File: src/rtl/knap_enum_ctrl_if.sv
// Handshake and result bundle between the knapsack search sequencer, its host and the
// feasibility checker. The sequencer side uses the slave modport, the host the master.
interface knap_enum_ctrl_if #(
  parameter int NUM_ITEMS = 18
);
  logic                 start;
  logic                 stop_first;
  logic                 abort;
  logic                 chk_valid;
  logic [NUM_ITEMS-1:0] cand;
  logic                 busy;
  logic                 done;
  logic                 found;
  logic [NUM_ITEMS-1:0] first_sol;
  logic [NUM_ITEMS:0]   sol_count;

  modport master (
    output start, stop_first, abort, chk_valid,
    input  cand, busy, done, found, first_sol, sol_count
  );

  modport slave (
    input  start, stop_first, abort, chk_valid,
    output cand, busy, done, found, first_sol, sol_count
  );
endinterface

File: src/rtl/knap_enum_ctrl.sv
// Exhaustive-search sequencer for the multi-constraint knapsack checker. Walks every
// selection vector in binary order, pairs each checker verdict with the candidate it
// belongs to through a tag pipeline matching the checker latency, and records the
// number of feasible selections plus the first one seen.
module knap_enum_ctrl #(
  parameter int NUM_ITEMS = 18,
  parameter int CHK_LAT   = 0
) (
  input logic              clk,
  input logic              rst,
  knap_enum_ctrl_if.slave  bus
);

  typedef enum logic [1:0] {
    ST_IDLE  = 2'd0,
    ST_RUN   = 2'd1,
    ST_DRAIN = 2'd2,
    ST_DONE  = 2'd3
  } state_t;

  // A combinational checker still needs one tag slot so the arrays stay legal.
  localparam int TAG_DEPTH = (CHK_LAT > 0) ? CHK_LAT : 1;
  localparam logic [NUM_ITEMS-1:0] ALL_ONES = '1;

  state_t               r_state;
  logic [NUM_ITEMS-1:0] r_cand;
  logic [NUM_ITEMS-1:0] r_firstSol;
  logic [NUM_ITEMS:0]   r_solCount;
  logic                 r_found;
  logic                 r_busy;
  logic                 r_done;
  logic                 r_stopFirst;
  logic [2:0]           r_drainCnt;
  logic [TAG_DEPTH-1:0] r_tagValid;
  logic [NUM_ITEMS-1:0] r_tagCand [TAG_DEPTH];

  logic                 w_active;
  logic                 w_matchValid;
  logic [NUM_ITEMS-1:0] w_matchCand;
  logic                 w_hit;
  logic                 w_lastCand;
  logic                 w_drainEnd;

  // With no checker latency the verdict belongs to the candidate on the wires right now;
  // otherwise it belongs to the oldest tag in the pipeline.
  assign w_active     = (r_state == ST_RUN) || (r_state == ST_DRAIN);
  assign w_matchValid = (CHK_LAT == 0) ? (r_state == ST_RUN) : r_tagValid[TAG_DEPTH-1];
  assign w_matchCand  = (CHK_LAT == 0) ? r_cand : r_tagCand[TAG_DEPTH-1];
  assign w_hit        = w_active && w_matchValid && bus.chk_valid;
  assign w_lastCand   = (r_cand == ALL_ONES);
  assign w_drainEnd   = (r_drainCnt == 3'(CHK_LAT - 1));

  // Search state machine: candidate issue, verdict pairing, result capture and mode control.
  always_ff @(posedge clk or posedge rst) begin
    if (rst) begin
      r_state     <= ST_IDLE;
      r_cand      <= '0;
      r_firstSol  <= '0;
      r_solCount  <= '0;
      r_found     <= 1'b0;
      r_busy      <= 1'b0;
      r_done      <= 1'b0;
      r_stopFirst <= 1'b0;
      r_drainCnt  <= '0;
      r_tagValid  <= '0;
      for (int k = 0; k < TAG_DEPTH; k++) r_tagCand[k] <= '0;
    end else begin
      case (r_state)
        ST_IDLE, ST_DONE: begin
          if (bus.start) begin
            r_state     <= ST_RUN;
            r_stopFirst <= bus.stop_first;
            r_cand      <= '0;
            r_firstSol  <= '0;
            r_solCount  <= '0;
            r_found     <= 1'b0;
            r_tagValid  <= '0;
            r_drainCnt  <= '0;
            r_busy      <= 1'b1;
            r_done      <= 1'b0;
          end
        end
        default: begin
          if (bus.abort) begin
            // Partial results stay readable; only the sequencing is cancelled.
            r_state    <= ST_IDLE;
            r_tagValid <= '0;
            r_busy     <= 1'b0;
            r_done     <= 1'b0;
          end else begin
            if (w_hit) begin
              r_solCount <= r_solCount + 1'b1;
              if (!r_found) begin
                r_found    <= 1'b1;
                r_firstSol <= w_matchCand;
              end
            end
            if (w_hit && r_stopFirst) begin
              // Verdicts still in flight behind the first solution are thrown away.
              r_state    <= ST_DONE;
              r_tagValid <= '0;
              r_busy     <= 1'b0;
              r_done     <= 1'b1;
            end else begin
              for (int k = TAG_DEPTH - 1; k > 0; k--) begin
                r_tagValid[k] <= r_tagValid[k-1];
                r_tagCand[k]  <= r_tagCand[k-1];
              end
              r_tagValid[0] <= (r_state == ST_RUN);
              r_tagCand[0]  <= r_cand;
              if (r_state == ST_RUN) begin
                if (w_lastCand) begin
                  if (CHK_LAT > 0) begin
                    r_state    <= ST_DRAIN;
                    r_drainCnt <= '0;
                  end else begin
                    r_state <= ST_DONE;
                    r_busy  <= 1'b0;
                    r_done  <= 1'b1;
                  end
                end else begin
                  r_cand <= r_cand + 1'b1;
                end
              end else begin
                if (w_drainEnd) begin
                  r_state    <= ST_DONE;
                  r_tagValid <= '0;
                  r_busy     <= 1'b0;
                  r_done     <= 1'b1;
                end else begin
                  r_drainCnt <= r_drainCnt + 3'd1;
                end
              end
            end
          end
        end
      endcase
    end
  end

  assign bus.cand      = r_cand;
  assign bus.busy      = r_busy;
  assign bus.done      = r_done;
  assign bus.found     = r_found;
  assign bus.first_sol = r_firstSol;
  assign bus.sol_count = r_solCount;

endmodule

File: src/flat_wrapper.sv
// flat-port wrapper written by rule: the top's interface ports become plain ports
module knap_enum_ctrl_flat 
#(
  parameter int NUM_ITEMS = 18,
  parameter int CHK_LAT   = 0
)
  (clk, rst, bus_start, bus_stop_first, bus_abort, bus_chk_valid, bus_cand, bus_busy, bus_done, bus_found, bus_first_sol, bus_sol_count);
  knap_enum_ctrl_if #(.NUM_ITEMS(NUM_ITEMS)) bus_i ();
  input logic clk;
  input logic rst;
  input wire logic [$bits(bus_i.start)-1:0] bus_start;
  input wire logic [$bits(bus_i.stop_first)-1:0] bus_stop_first;
  input wire logic [$bits(bus_i.abort)-1:0] bus_abort;
  input wire logic [$bits(bus_i.chk_valid)-1:0] bus_chk_valid;
  output wire logic [$bits(bus_i.cand)-1:0] bus_cand;
  output wire logic [$bits(bus_i.busy)-1:0] bus_busy;
  output wire logic [$bits(bus_i.done)-1:0] bus_done;
  output wire logic [$bits(bus_i.found)-1:0] bus_found;
  output wire logic [$bits(bus_i.first_sol)-1:0] bus_first_sol;
  output wire logic [$bits(bus_i.sol_count)-1:0] bus_sol_count;
  assign bus_i.start = bus_start;
  assign bus_i.stop_first = bus_stop_first;
  assign bus_i.abort = bus_abort;
  assign bus_i.chk_valid = bus_chk_valid;
  assign bus_cand = bus_i.cand;
  assign bus_busy = bus_i.busy;
  assign bus_done = bus_i.done;
  assign bus_found = bus_i.found;
  assign bus_first_sol = bus_i.first_sol;
  assign bus_sol_count = bus_i.sol_count;
  knap_enum_ctrl #(.NUM_ITEMS(NUM_ITEMS), .CHK_LAT(CHK_LAT)) u_core (.clk(clk), .rst(rst), .bus(bus_i));
endmodule
File: config.mk
export PLATFORM = sky130hd
export DESIGN_NAME = knap_enum_ctrl_flat
export DESIGN_NICKNAME = d
export VERILOG_FILES = /design/src/rtl/knap_enum_ctrl_if.sv /design/src/rtl/knap_enum_ctrl.sv /design/src/flat_wrapper.sv
export SDC_FILE = /design/constraint.sdc
export NUM_CORES = 1
export LEC_CHECK = 0
export CAP_MARGIN = 20
export CELL_PAD_IN_SITES_DETAIL_PLACEMENT = 0
export CELL_PAD_IN_SITES_GLOBAL_PLACEMENT = 1
export CORE_UTILIZATION = 41
export CTS_BUF_LIST = sky130_fd_sc_hd__clkbuf_4
export DETAILED_ROUTE_END_ITERATION = 10
export PLACE_DENSITY_LB_ADDON = 0.1
export REMOVE_ABC_BUFFERS = 1
export SLEW_MARGIN = 20
export SYNTH_ARGS = -nofsm -noshare
export SYNTH_HDL_FRONTEND = slang
export SYNTH_SLANG_ARGS = --single-unit
File: constraint.sdc
create_clock -name clk -period 2.7 [get_ports clk]
set_clock_uncertainty 0.1 [all_clocks]
set_input_delay 0.81 -clock clk [delete_from_list [all_inputs] [get_ports clk]]
set_output_delay 0.81 -clock clk [all_outputs]
set_load 0.005 [all_outputs]
# After elaboration in Yosys (flattened, before gate mapping)

Cells that the tools add are included.

Register bits: 64
Latch bits: 0
RAM bits: 0
Bits in read-only memories: 0
Output and inout bits: 58
Word-level logic and storage cells: 84
Memories: 0

$add $sub $neg: 3
Multiply operators: 0
Divide/modulo/power cells: 0
Order comparisons: 0
Equality and inequality tests: 13
Shifts and indexed selects: 0
Muxes and demuxes: 44
Bitwise gates (word level): 0
Reduce and logical (&&, ||, !) cells: 15

Operator list:

| kind                    | count |
|---|---|
| $mux W18                | 10 |
| $mux W19                | 4 |
| $add A19 B1 Y19 const B | 1 |
| $add A18 B1 Y18 const B | 1 |
| $eq A18 B18 Y1 const B  | 1 |
| $mux W3                 | 6 |
| $mux W1                 | 17 |
| $mux W2                 | 7 |
| $ne A2 B2 Y1 const B    | 6 |
| $reduce_and A5 Y1       | 2 |
| $reduce_and A3 Y1       | 2 |
| $ne A5 B5 Y1 const B    | 1 |
| $reduce_bool A5 Y1      | 1 |
| $eq A2 B2 Y1 const B    | 2 |
| $reduce_and A4 Y1       | 1 |
| $reduce_bool A2 Y1      | 2 |
| $add A3 B1 Y3 const B   | 1 |
| $eq A3 B3 Y1 const B    | 1 |
| $logic_and A1 B1 Y1     | 3 |
| $eq A2 B1 Y1 const B    | 1 |
| $logic_not A2 Y1        | 1 |
| $ne A2 B1 Y1 const B    | 1 |
| $reduce_and A2 Y1       | 1 |
| $reduce_or A2 Y1        | 1 |
| $logic_or A1 B1 Y1      | 1 |

# Longest topological paths before layout

Depth in word-level cells: 8
Depth in mapped cells: 8
Depth with buffers taken out: 6

# Worst setup path after synthesis

OpenSTA, ideal clock, no wires.

Path type: register to register
Start: register u_core.bus.done (netlist name)
End: register u_core.r_cand[0], in the netlist u_core.bus.cand[0]
Arrival: 1.876 ns
Data required time: 2.475 ns
Slack: 0.599 ns
Cell stages (with the launch flop): 9
Buffers on the path: 2
Period minus slack after synthesis: 2.101 ns
Cells stage by stage: dfrtp_1 -> inv_1 -> ha_1 -> buf_6 -> a311o_4 -> a21oi_2 -> buf_4 -> o31ai_1 -> mux2_2

RTL lines:

| item                 | line                  | text |
|---|---|---|
| end signal, assigned | knap_enum_ctrl.sv:122 | `r_cand <= r_cand + 1'b1;` |
| end, declared        | knap_enum_ctrl.sv:26  | `logic [NUM_ITEMS-1:0] r_cand;` |

# Final worst setup path

Start: register u_core.r_cand[8], in the netlist u_core.bus.cand[8]
End: output port bus_cand[8]

RTL lines:

| item          | line               | text |
|---|---|---|
| end, declared | flat_wrapper.sv:15 | `output wire logic [$bits(bus_i.cand)-1:0] bus_cand;` |

No word-level cell between the ends.

==> results <==
## metal layers
metal / GRT usage [%] / vias to the layer above / part of all wire (%)
li1: - / 1442 / -
met1: 31.5 / 1452 / 51
met2: 31.5 / 78 / 45
met3: 2.74 / 8 / 3.9
met4: 7.94 / 0 / 0.92
met5: 0 / - / 0
## state kept, by name, summed over array words and instances, names as in the netlist
signal / flops
u_core.r_stopFirst: 1
u_core.bus.busy: 1
u_core.bus.done: 1
u_core.bus.cand: 18
u_core.bus.first_sol: 18
u_core.bus.found: 1
u_core.bus.sol_count: 19
u_core.r_drainCnt: 3
u_core.r_state: 1
## worst max-delay path by stage
stage,start,end,slack [ps],cells past startpoint
global placement,bus_chk_valid,u_core.bus.sol_count[18],30,5
CTS,u_core.bus.cand[8],bus_cand[8],290,1
detailed placement,bus_chk_valid,u_core.bus.sol_count[18],-20,5
floorplan,u_core.bus.done,u_core.bus.first_sol[4],130,5
global route,u_core.bus.cand[8],bus_cand[8],220,1
finish,u_core.bus.cand[8],bus_cand[8],310,1
## power groups by stage
| stage | logic [uW] | registers (uW) | clock network [uW] |
|---|---|---|---|
| 6_report | 1680 | 1370 | 505 |
| 5_1_grt | 1840 | 1410 | 555 |
| 4_1_cts | 1690 | 1370 | 521 |
| 3_5_place_dp | 1690 | 1390 | 0 |
| 3_3_place_gp | 1670 | 1380 | 0 |
| 2_1_floorplan | 928 | 1350 | 0 |
## Yosys cell counts, drive strengths merged, types with 2 or more instances
cell and count:
dfrtp 63, nand2 57, nand4 21, o21ai 21, nand3 16, a21oi 12, buf 10, nor2 10
a31oi 8, clkbuf 8, inv 8, mux2i 8, nor3 8, and4 7, ha 7, o31ai 7
o211ai 6, mux2 5, nor2b 5, a21o 3, a41oi 3, and3 3, nor4 3, a22o 2
a22oi 2, a311oi 2, a31o 2, a32oi 2, a41o 2, nand2b 2, o21a 2, o311ai 2
o31a 2, or2 2, or3 2
## stage by stage
| stage | power (uW) | setup TNS [ps] |
|---|---|---|
| final | 3560 | 0 |
| after global routing | 3810 | 0 |
| after CTS | 3590 | 0 |
| after detailed placement | 3070 | -16.9 |
| after global placement | 3050 | 0 |
| after floorplan | 2270 | 0 |
## kinds of logic after synthesis
logic type / Yosys count / synth area share (%)
adder cells (fa/ha/maj): 7 / 2.63
buffers and inverters: 26 / 3.68
AO/OA/AOI/OAI: 89 / 19.2
AND/OR/NAND/NOR: 141 / 23.0
multiplexers: 13 / 4.10
flip-flops: 63 / 47.4
## layout make-up
cell class	instances	area (um^2)
well taps	102	128
clock buffers	10	75.1
fillers	753	3560
clock inverters	3	13.8
multi-input cells	250	1630
inverters	8	30.0
flip-flops and latches	63	1580
repair buffers	83	793
==> run metrics <==
status=finished clean; placed insts=506; PortBufs=63; RSZ-0062 raised after global routing=false; ys async rst share=100%; hold path depth=2; drc violations=0; Die Footprint=0.00849 mm^2; Critical Path Fanout Max=10; number of max-cap violations=0; commonest non-fill, non-tap cells in the layout=clkdlybuf4s50_1, dfrtp_1, nand2_1, o21ai_0, buf_4; Avg Cell Area, Syn=9.82 um^2; average vias per placed instance=5.74; worst-case clock buffer depth=2; cells along the critical path=clkdlybuf4s50_1; layout cells sized above 1=12.9%; Hold Startpoint=u_core.bus.first_sol[1]; final core utilization=54.4%; nets=428; post-CTS setup buffers=0; via count=2980; Worst setup EP type=primary output; Psw=1450 uW; CTS tree=yes; ranking of synthesized cells by area=dfrtp_1, nand2_1, nand4_1; post-route ant nets=0; Startpoint Class=flip-flop; worst endpoint required time=1790 ps; peak supply drop=0.604 mV; hold crit path type=flip-flop to flip-flop; largest net degree at the start of global routing=64; # rows=32; root buf cell=clkbuf_4; WL per Instance=16.2 um; initial antenna violation count=0; hold_ws=369 ps; Pwr Density=838 mW/mm^2; Seq/Total Area, Yosys=47.4%; diode count=0; die width=92.1 um; post-DP HPWL=5.91 mm; post-cts repair resize count=0; CTS Buf Count=9; CP Buf/Inv Count=1; DIE HEIGHT=92.1 um; R2R Path End=u_core.bus.sol_count[7]; synth warn=0; CTS clk-pin slew, worst paths=90 ps; Pint=2110 uW; cells after synthesis=339; Gate power share=47.2%; Finished Cell Area=0.00425 mm^2; Register-to-Register Path Depth=7; Cell variety after synth=63; Crit-path slowest cell=clkdlybuf4s50_1; area grow syn2layout=27.5%; top-area cell type share of the netlist area=47.4%; DP Area=0.00416 mm^2; synthesized flop and latch total=63; initial DRC count=102; non-filler cells, final=519; vias in the first global route=2874; CTS sink count=63; Initial DRT Pass Iterations=4; sequential share of power=38.6%; Max Clk Rate=419 MHz; Max-slew headroom=56.3%; CTS Hold Bufs=0; RePlAce Congestion=0.862; reg2reg start=u_core.bus.done; Core Area=0.00781 mm^2; setup violators final=0; area leader, netlist=dfrtp_1; setup ws final=312 ps; Lkg Pwr=0.00185 uW; crit share post-route=88.4%; total track usage=21.2%; drt total wl=8.39 mm; reg-to-reg slack, setup=450 ps; worst-margin pin slew=655 ps; CP delay by family, top=buffers and inverters; worst hold path endpoint=u_core.bus.first_sol[1]; EDFF count, synth=0; Starting Density=42.6%; min Tclk post-route=2390 ps; Mapped Area=0.00333 mm^2; crit-path max cell delay=570 ps; clock latency on the worst-skew pair=390 ps; critical path class=flip-flop to primary output; total gr overflow=0; Slew Viols, Final=0; I/O pin total=64; H-Tree Depth=3; Placement Setup Slack=-16.9 ps; Final Hold Fails=0; crit path DAT=1480 ps; global-route wire length before repair=14.2 mm; most used flip-flop cell after synthesis=dfrtp_1; Sw Ratio=40.7%; Clock Power Share=14.2%
Power figures use the tool's default switching activity.
